`config.mk`:
```
export PLATFORM = sky130hd
export DESIGN_NAME = rpn_stack_ctrl
export DESIGN_NICKNAME = d
export VERILOG_FILES = /design/src/rtl/rpn_stack_ctrl.sv
export SDC_FILE = /design/constraint.sdc
export NUM_CORES = 1
export LEC_CHECK = 0
export ABC_AREA = 1
export CAP_MARGIN = 25
export CORE_ASPECT_RATIO = 0.9
export CORE_UTILIZATION = 47
export CTS_BUF_LIST = sky130_fd_sc_hd__clkbuf_8
export DETAILED_ROUTE_END_ITERATION = 10
export PLACE_DENSITY = 0.74
export REMOVE_ABC_BUFFERS = 1
export SYNTH_ARGS = -nofsm -noshare
export SYNTH_HDL_FRONTEND = slang
export SYNTH_SLANG_ARGS = --single-unit
```
`constraint.sdc`:
```
create_clock -name clk -period 2.1 [get_ports clk]
set_input_delay 0.21 -clock clk [delete_from_list [all_inputs] [get_ports clk]]
set_output_delay 0.21 -clock clk [all_outputs]
set_load 0.01 [all_outputs]
```
`src/rtl/rpn_stack_ctrl.sv`:
```
// RPN token controller driving an external LIFO stack: numbers are pushed, operators pop two
// operands and push the result. Optional multiply opcode enabled by defining RPN_MUL_EN.
module rpn_stack_ctrl #(
    parameter int unsigned WIDTH = 8,
    parameter int unsigned DEPTH = 8
) (
    input  logic                       clk,
    input  logic                       reset,
    input  logic                       tok_valid,
    input  logic                       tok_is_op,
    input  logic [WIDTH-1:0]           tok_data,
    output logic                       tok_ready,
    output logic                       stk_enable,
    output logic                       stk_push_pop,
    output logic [WIDTH-1:0]           stk_data_in,
    input  logic [WIDTH-1:0]           stk_data_out,
    input  logic                       stk_empty,
    input  logic                       stk_full,
    output logic                       res_valid,
    output logic [WIDTH-1:0]           res_data,
    output logic [$clog2(DEPTH+1)-1:0] depth,
    output logic                       err,
    output logic [1:0]                 err_code,
    input  logic                       err_clr
);

    localparam int unsigned DW = $clog2(DEPTH + 1);
    localparam logic [DW-1:0] DepthMax = DW'(DEPTH);
    localparam logic [DW-1:0] DepthTwo = DW'(2);
    localparam logic [DW-1:0] DepthOne = DW'(1);

    localparam logic [2:0] StIdle  = 3'd0;
    localparam logic [2:0] StPushN = 3'd1;
    localparam logic [2:0] StPopB  = 3'd2;
    localparam logic [2:0] StPopA  = 3'd3;
    localparam logic [2:0] StCapA  = 3'd4;
    localparam logic [2:0] StPushR = 3'd5;
    localparam logic [2:0] StErr   = 3'd6;

    logic [2:0]       state_q, state_d;
    logic [WIDTH-1:0] num_q, num_d;
    logic [1:0]       op_q, op_d;
    logic [WIDTH-1:0] b_q, b_d;
    logic [WIDTH-1:0] r_q, r_d;
    logic [DW-1:0]    depth_q, depth_d;
    logic             err_q, err_d;
    logic [1:0]       code_q, code_d;

    logic             accept;
    logic             new_err;
    logic [1:0]       new_code;
    logic [WIDTH-1:0] alu;

    // A is the deeper operand, arriving on stk_data_out while in CAP_A; B was captured earlier.
    always_comb begin
        case (op_q)
            2'd0:    alu = stk_data_out + b_q;
            2'd1:    alu = stk_data_out - b_q;
            2'd2:    alu = stk_data_out & b_q;
`ifdef RPN_MUL_EN
            default: alu = stk_data_out * b_q;
`else
            default: alu = '0;
`endif
        endcase
    end

    assign tok_ready = (state_q == StIdle) && !err_q && !reset;
    assign accept    = tok_valid && tok_ready;

    always_comb begin
        state_d  = state_q;
        num_d    = num_q;
        op_d     = op_q;
        b_d      = b_q;
        r_d      = r_q;
        depth_d  = depth_q;
        err_d    = err_q;
        code_d   = code_q;
        new_err  = 1'b0;
        new_code = 2'd0;

        case (state_q)
            StIdle: begin
                if (accept) begin
                    if (!tok_is_op) begin
                        if ((depth_q < DepthMax) && !stk_full) begin
                            num_d   = tok_data;
                            state_d = StPushN;
                        end else begin
                            new_err  = 1'b1;
                            new_code = 2'd1;
                        end
                    end else if ((depth_q < DepthTwo) || stk_empty) begin
                        new_err  = 1'b1;
                        new_code = 2'd2;
`ifndef RPN_MUL_EN
                    end else if (tok_data[1:0] == 2'd3) begin
                        new_err  = 1'b1;
                        new_code = 2'd3;
`endif
                    end else begin
                        op_d    = tok_data[1:0];
                        state_d = StPopB;
                    end
                end
            end
            StPushN: begin
                depth_d = depth_q + DepthOne;
                state_d = StIdle;
            end
            StPopB: begin
                depth_d = depth_q - DepthOne;
                state_d = StPopA;
            end
            StPopA: begin
                b_d     = stk_data_out;
                depth_d = depth_q - DepthOne;
                state_d = StCapA;
            end
            StCapA: begin
                r_d     = alu;
                state_d = StPushR;
            end
            StPushR: begin
                depth_d = depth_q + DepthOne;
                state_d = StIdle;
            end
            StErr: begin
                if (err_clr) begin
                    state_d = StIdle;
                end
            end
            default: state_d = StIdle;
        endcase

        // A freshly detected error takes priority over a simultaneous clear.
        if (new_err) begin
            state_d = StErr;
            err_d   = 1'b1;
            code_d  = new_code;
        end else if (err_clr) begin
            err_d  = 1'b0;
            code_d = 2'd0;
        end
    end

    always_ff @(posedge clk) begin
        if (reset) begin
            state_q <= StIdle;
            num_q   <= '0;
            op_q    <= 2'd0;
            b_q     <= '0;
            r_q     <= '0;
            depth_q <= '0;
            err_q   <= 1'b0;
            code_q  <= 2'd0;
        end else begin
            state_q <= state_d;
            num_q   <= num_d;
            op_q    <= op_d;
            b_q     <= b_d;
            r_q     <= r_d;
            depth_q <= depth_d;
            err_q   <= err_d;
            code_q  <= code_d;
        end
    end

    // Stack commands depend only on state and holding registers; gated so reset never pushes.
    always_comb begin
        stk_enable   = 1'b0;
        stk_push_pop = 1'b0;
        stk_data_in  = '0;
        if (!reset) begin
            case (state_q)
                StPushN: begin
                    stk_enable   = 1'b1;
                    stk_push_pop = 1'b1;
                    stk_data_in  = num_q;
                end
                StPopB, StPopA: begin
                    stk_enable = 1'b1;
                end
                StPushR: begin
                    stk_enable   = 1'b1;
                    stk_push_pop = 1'b1;
                    stk_data_in  = r_q;
                end
                default: ;
            endcase
        end
    end

    assign res_valid = (state_q == StPushR);
    assign res_data  = r_q;
    assign depth     = depth_q;
    assign err       = err_q;
    assign err_code  = code_q;

endmodule

```
# After elaboration in Yosys (flattened, before gate mapping)
# Cells that the tools add are included.
[totals]
out_inout_bits = 27
register_bits = 36
word_cells = 90
[op_classes]
n_addsub = 4
order_cmp = 2
bitwise = 4
n_reduce_logical = 20
muxes = 32
n_eq_ne = 19
[op_table]
columns = ["op", "n"]
rows = [
  ["8-bit one-hot mux with 3 select lines", 1],
  ["3-bit two-way mux", 7],
  ["8-bit one-hot mux with 2 select lines", 1],
  ["3-bit one-hot mux with 5 select lines", 1],
  ["5-bit AND reduction", 3],
  ["2-bit two-way mux", 7],
  ["1-bit two-way mux", 13],
  ["3-bit != test, second input constant", 4],
  ["3-bit equality test, second input constant", 3],
  ["8-bit adder", 1],
  ["8-bit AND", 1],
  ["8-bit two-way mux", 1],
  ["4-bit != test, second input constant", 2],
  ["4-bit one-hot mux with 2 select lines", 1],
  ["8-bit subtractor", 1],
  ["3-bit by 2-bit equality test with 1-bit output, second input constant", 2],
  ["2-bit OR reduction", 3],
  ["4-bit by 1-bit adder with 4-bit output, second input constant", 1],
  ["2-bit equality test, second input constant", 2],
  ["1-bit logical AND", 4],
  ["4-bit by 2-bit less-than comparator with 1-bit output, second input constant", 1],
  ["4-bit less-than comparator, second input constant", 1],
  ["2-bit != test, second input constant", 2],
  ["4-bit by 3-bit != test with 1-bit output, second input constant", 1],
  ["other kinds (12)", 17],
]

# Depth between registers and ports, before layout
[depth]
ltp_word = 8
ltp_mapped = 18
depth_no_buf = 18

# Least setup slack after synthesis
# OpenSTA, ideal clock, no wires.
[synth_timing]
path_type = "reg-to-reg"
start = "register b_q[0]"
end = "register r_q[7], in the netlist res_data[7]"
setup_ns = 0.070
t_required_ns = 2.030
setup_slack_ns = -0.060
stages_incl_launch_ff = 19
arrival_time_ns = 2.090
cell_sequence = "dfxtp_1 inv_1 ha_1 inv_1 nor3_1 inv_1 o31ai_1 xor2_1 inv_1 ha_1 nand2_1 inv_1 nand2_1 nand2_1 a21oi_1 inv_1 nand2_1 nand3_1 a21oi_1"
[synth_via]
elab_chain_cells = 2
word_cells_on_any_way = 3
classes_between = "add/sub (2); mux (1)"
[synth_rtl]
columns = ["item", "line_no", "rtl"]
rows = [
  ["from (decl)", "43", "logic [WIDTH-1:0] b_q, b_d;"],
  ["from (signal assigned)", "153", "b_q <= '0;"],
  ["from (signal assigned)", "162", "b_q <= b_d;"],
  ["8-bit subtractor / 8-bit adder (equally long branches)", "58, 57", ""],
  ["8-bit one-hot mux with 3 select lines *", "56", "case (op_q)"],
  ["to (signal assigned)", "163", "r_q <= r_d;"],
  ["to (decl)", "44", "logic [WIDTH-1:0] r_q, r_d;"],
]
# Mark *: on every way between the ends. The rest lies on a longest branch, timed or not.
# A chain may end at the register's enable or synchronous reset.

# Worst setup path in the final report
[layout_timing]
start = "register b_q[1]"
end = "register r_q[5], in the netlist res_data[5]"
# The elaborated chain is that of the path after synthesis.

==> metrics.csv <==
metric,value,unit
Synth Area in Compound Gates,22.3,%
period utilization,104,%
startpoint types,flop,
# setup viols final,3,
Least-Margin Pin Slew,774,ps
top-area cell type share of the netlist area,32.2,%
CTS Sinks,36,
Vias,2447,
WL final,6150,um
Final nets,437,
initial antenna violation count,0,
Global Route Usage Sum,26.1,%
register area,723,um2
wire per inst,13.3,um
Setup Skew,9.12,ps
number of synthesized register bits,36,
largest vdd supply drop,0.000482,V
antenna-violating nets left,0,
flop-to-flop setup slack,-90,ps
Fmax achieved,0.456,GHz
Clock Path Buffers,2,
clock-pin transition on the worst setup and hold timing paths,70,ps
Synth Area in XOR/XNOR,2.74,%
Synth area leader,dfxtp_1,
Via-to-Cell Ratio,5.27,
TritonRoute pass-1 iters,4,
area of the multi-input gates,1390,um2
Final Power,2.98,mW
Worst Setup EP,res_data[5],
worst endpoint required time,2320,ps
Syn Std Cell Area,2240,um2
Adder-Cell Fraction of Synth Area,7.94,%
Crit Path Category,reg -> reg,
Port Buffer Count,49,
cts bufs inserted,5,
DRC errors left,0,
Post-Synthesis Cells,328,
failing checks,negative setup slack,
die area,5040,um2
CP max FO,3,
Hold Crit Class,reg -> reg,
# rows,23,
"Hold Vio Cnt, Final",0,
Mean Syn Cell Area,6.82,um2
DP Area,2940,um2
RSZ-0062 raised after global routing,true,
synth unique cells,34,
Rel. slew slack,48.3,%
HPWL after DPL,4580,um
synth top area cells,"dfxtp_1 32%, a21oi_1 8.9%, nand2_1 8.6%, o21ai_0 7.8%, inv_1 7.7%",
share of cells above drive strength 1,16.4,%
Die X,74.7,um
Initial Util,49.5,%
max-cap violations,0,
R2R Path Start,b_q[1],
TritonCTS clock tree,done,
"Seq/Total Area, Yosys",32.2,%
IO Pins,50,
Post-Synth Simple-Gate Area,25.2,%
via count of the first global-routing pass,2238,
Worst-Skew Late Latency,300,ps
DIE HEIGHT,67.5,um
main combinational cell family by area after synthesis,simple AND/OR/NAND/NOR gates,
largest net degree at the start of global routing,31,
Worst setup EP type,flop,
fin worst setup slack,-94.1,ps
mux share of post-synthesis cell area,0,%
CTS HTree Levels,2,
Worst Setup SP,b_q[1],
grt ovf,0,
status,"finished, violations left",
antenna cells,0,
routability cong.,0.856,
first-pass GRT wire length,9900,um
Final Max Slew Viols,0,
cell leakage power,1.39,nW
Pwr Density,954,nW/um2
final instance area,3130,um2
yosys warns,0,
post-layout min period,2190,ps
worst r2r path cells,15,
CTS root buffer,clkbuf_8,
Layout fillers,410,
CORE AREA,4520,um2
reg2reg end,res_data[5],
1st-iter DRT viols,92,
synth-to-layout area growth,39.7,%
CP Data Arrival Time,2410,ps
[per-layer routing]
layer	up-vias	routed length, um	share of wire, %	GRT usage (%)
met3	14	255	4.1	4.93
met5	-	0	0	0
met2	58	3050	50	45.2
met4	0	102	1.7	10.6
li1	1234	-	-	-
met1	1141	2750	45	31.6
[synth_stat cells]
library cell and instances:
clkbuf_1 4, nor4_1 1, a211oi_1 1, nand4_1 5
or2_4 2, clkbuf_2 1, buf_6 1, a221oi_1 1
nand2_1 51, nand3_2 1, a31oi_1 7, o211ai_1 1
dfxtp_1 36, nand3b_1 1, nor2_2 3, o31ai_1 1
nand2_4 1, nor2_4 2, a41oi_2 1, inv_2 2
fa_1 2, o21ai_1 3, ha_1 11, buf_1 1
inv_1 46, xor2_1 7, nor2_1 35, o21bai_1 1
nand3_1 18, or2_2 1, a21oi_1 40, o21ai_0 35
o21ai_2 1, nor3_1 4
[registers in the layout, indices dropped and copies added, names as in the netlist]
| name | flops |
|---|---|
| b_q | 8 |
| num_q | 8 |
| res_data | 8 |
| depth | 4 |
| state_q | 3 |
| err_code | 2 |
| op_q | 2 |
| err | 1 |
[final cells by class]
| type | instances | share of cell area, % |
|---|---|---|
| Multi-Input combinational cell | 237 | 44.4 |
| Sequential cell | 36 | 23.1 |
| Timing Repair Buffer | 73 | 21.3 |
| Inverter | 48 | 5.76 |
| Clock buffer | 6 | 2.64 |
| Tap cell | 62 | 2.48 |
| Clock inverter | 2 | 0.320 |
[placed cells by master, fill, tap and decap left out, drive strengths merged, types with 11 or more instances in the layout]
cell type      netlist  routed
nor2                40      40
ha                  11      11
buf                  2      24
nand2               52      52
dfxtp               36      36
nand3               19      19
o21ai               39      39
inv                 48      48
clkdlybuf4s50        0      41
a21oi               40      40
[worst min-delay path by stage]
| stage | start | endpoint | slack (ps) | cells after the start |
|---|---|---|---|---|
| 2_1_floorplan | reset | state_q[2] | 270 | 1 |
| 3_3_place_gp | err_code[0] | err_code[0] | 470 | 2 |
| 3_5_place_dp | err | err | 470 | 2 |
| 4_1_cts | err | err | 480 | 2 |
| 5_1_grt | err_code[0] | err_code[0] | 510 | 2 |
| 6_report | err | err | 480 | 2 |
[where the power goes]
group | internal, mW | leakage, nW | switching, mW
Clock | 0.262 | 0.0510 | 0.270
Combinational | 0.690 | 1.04 | 0.823
Sequential | 0.814 | 0.293 | 0.122
Total | 1.77 | 1.39 | 1.22
[worst max-delay path, stage by stage, from the launching register on]
cell	delay (ps)
dfxtp_2	330
inv_2	70
ha_4	130
inv_2	30
nor3_2	90
inv_1	80
buf_4	140
nand2_2	50
xor2_1	140
inv_1	90
ha_4	280
nand2_1	70
or2_2	320
nand4_1	100
nand3_1	90
a21oi_1	130
[timing repair]
action | CTS | global route
setup endpoints to repair | 11 | 5
resized for setup | 16 | 19
hold buffers | 0 | 0
setup buffers | 0 | 2
pin swaps | 1 | 6
[through the flow]
stage / hold slack, ps / setup WS, ps / TNS, ps / utilization [%] / instances
finish: 483 / -94.1 / -192 / 69.2 / 464
global route: 507 / -218 / -573 / 69.2 / 464
CTS: 482 / 0.491 / 0 / 67.8 / 462
detailed placement: 473 / -151 / -151 / 65.0 / 454
global placement: 470 / -87.7 / -87.7 / 65.0 / 454
floorplan: 273 / -60.3 / -60.3 / - / 321
[cells by family (layout without fill, tap and decap cells)]
kind of cell	count (synthesis)	after routing
AOI/OAI and AO/OA	92	92
xor gates and xnor gates	7	7
adders and majority gates	13	13
buffers and inverters	55	129
DFF	36	36
and+or+nand+nor	125	125
Power figures use the tool's default switching activity.
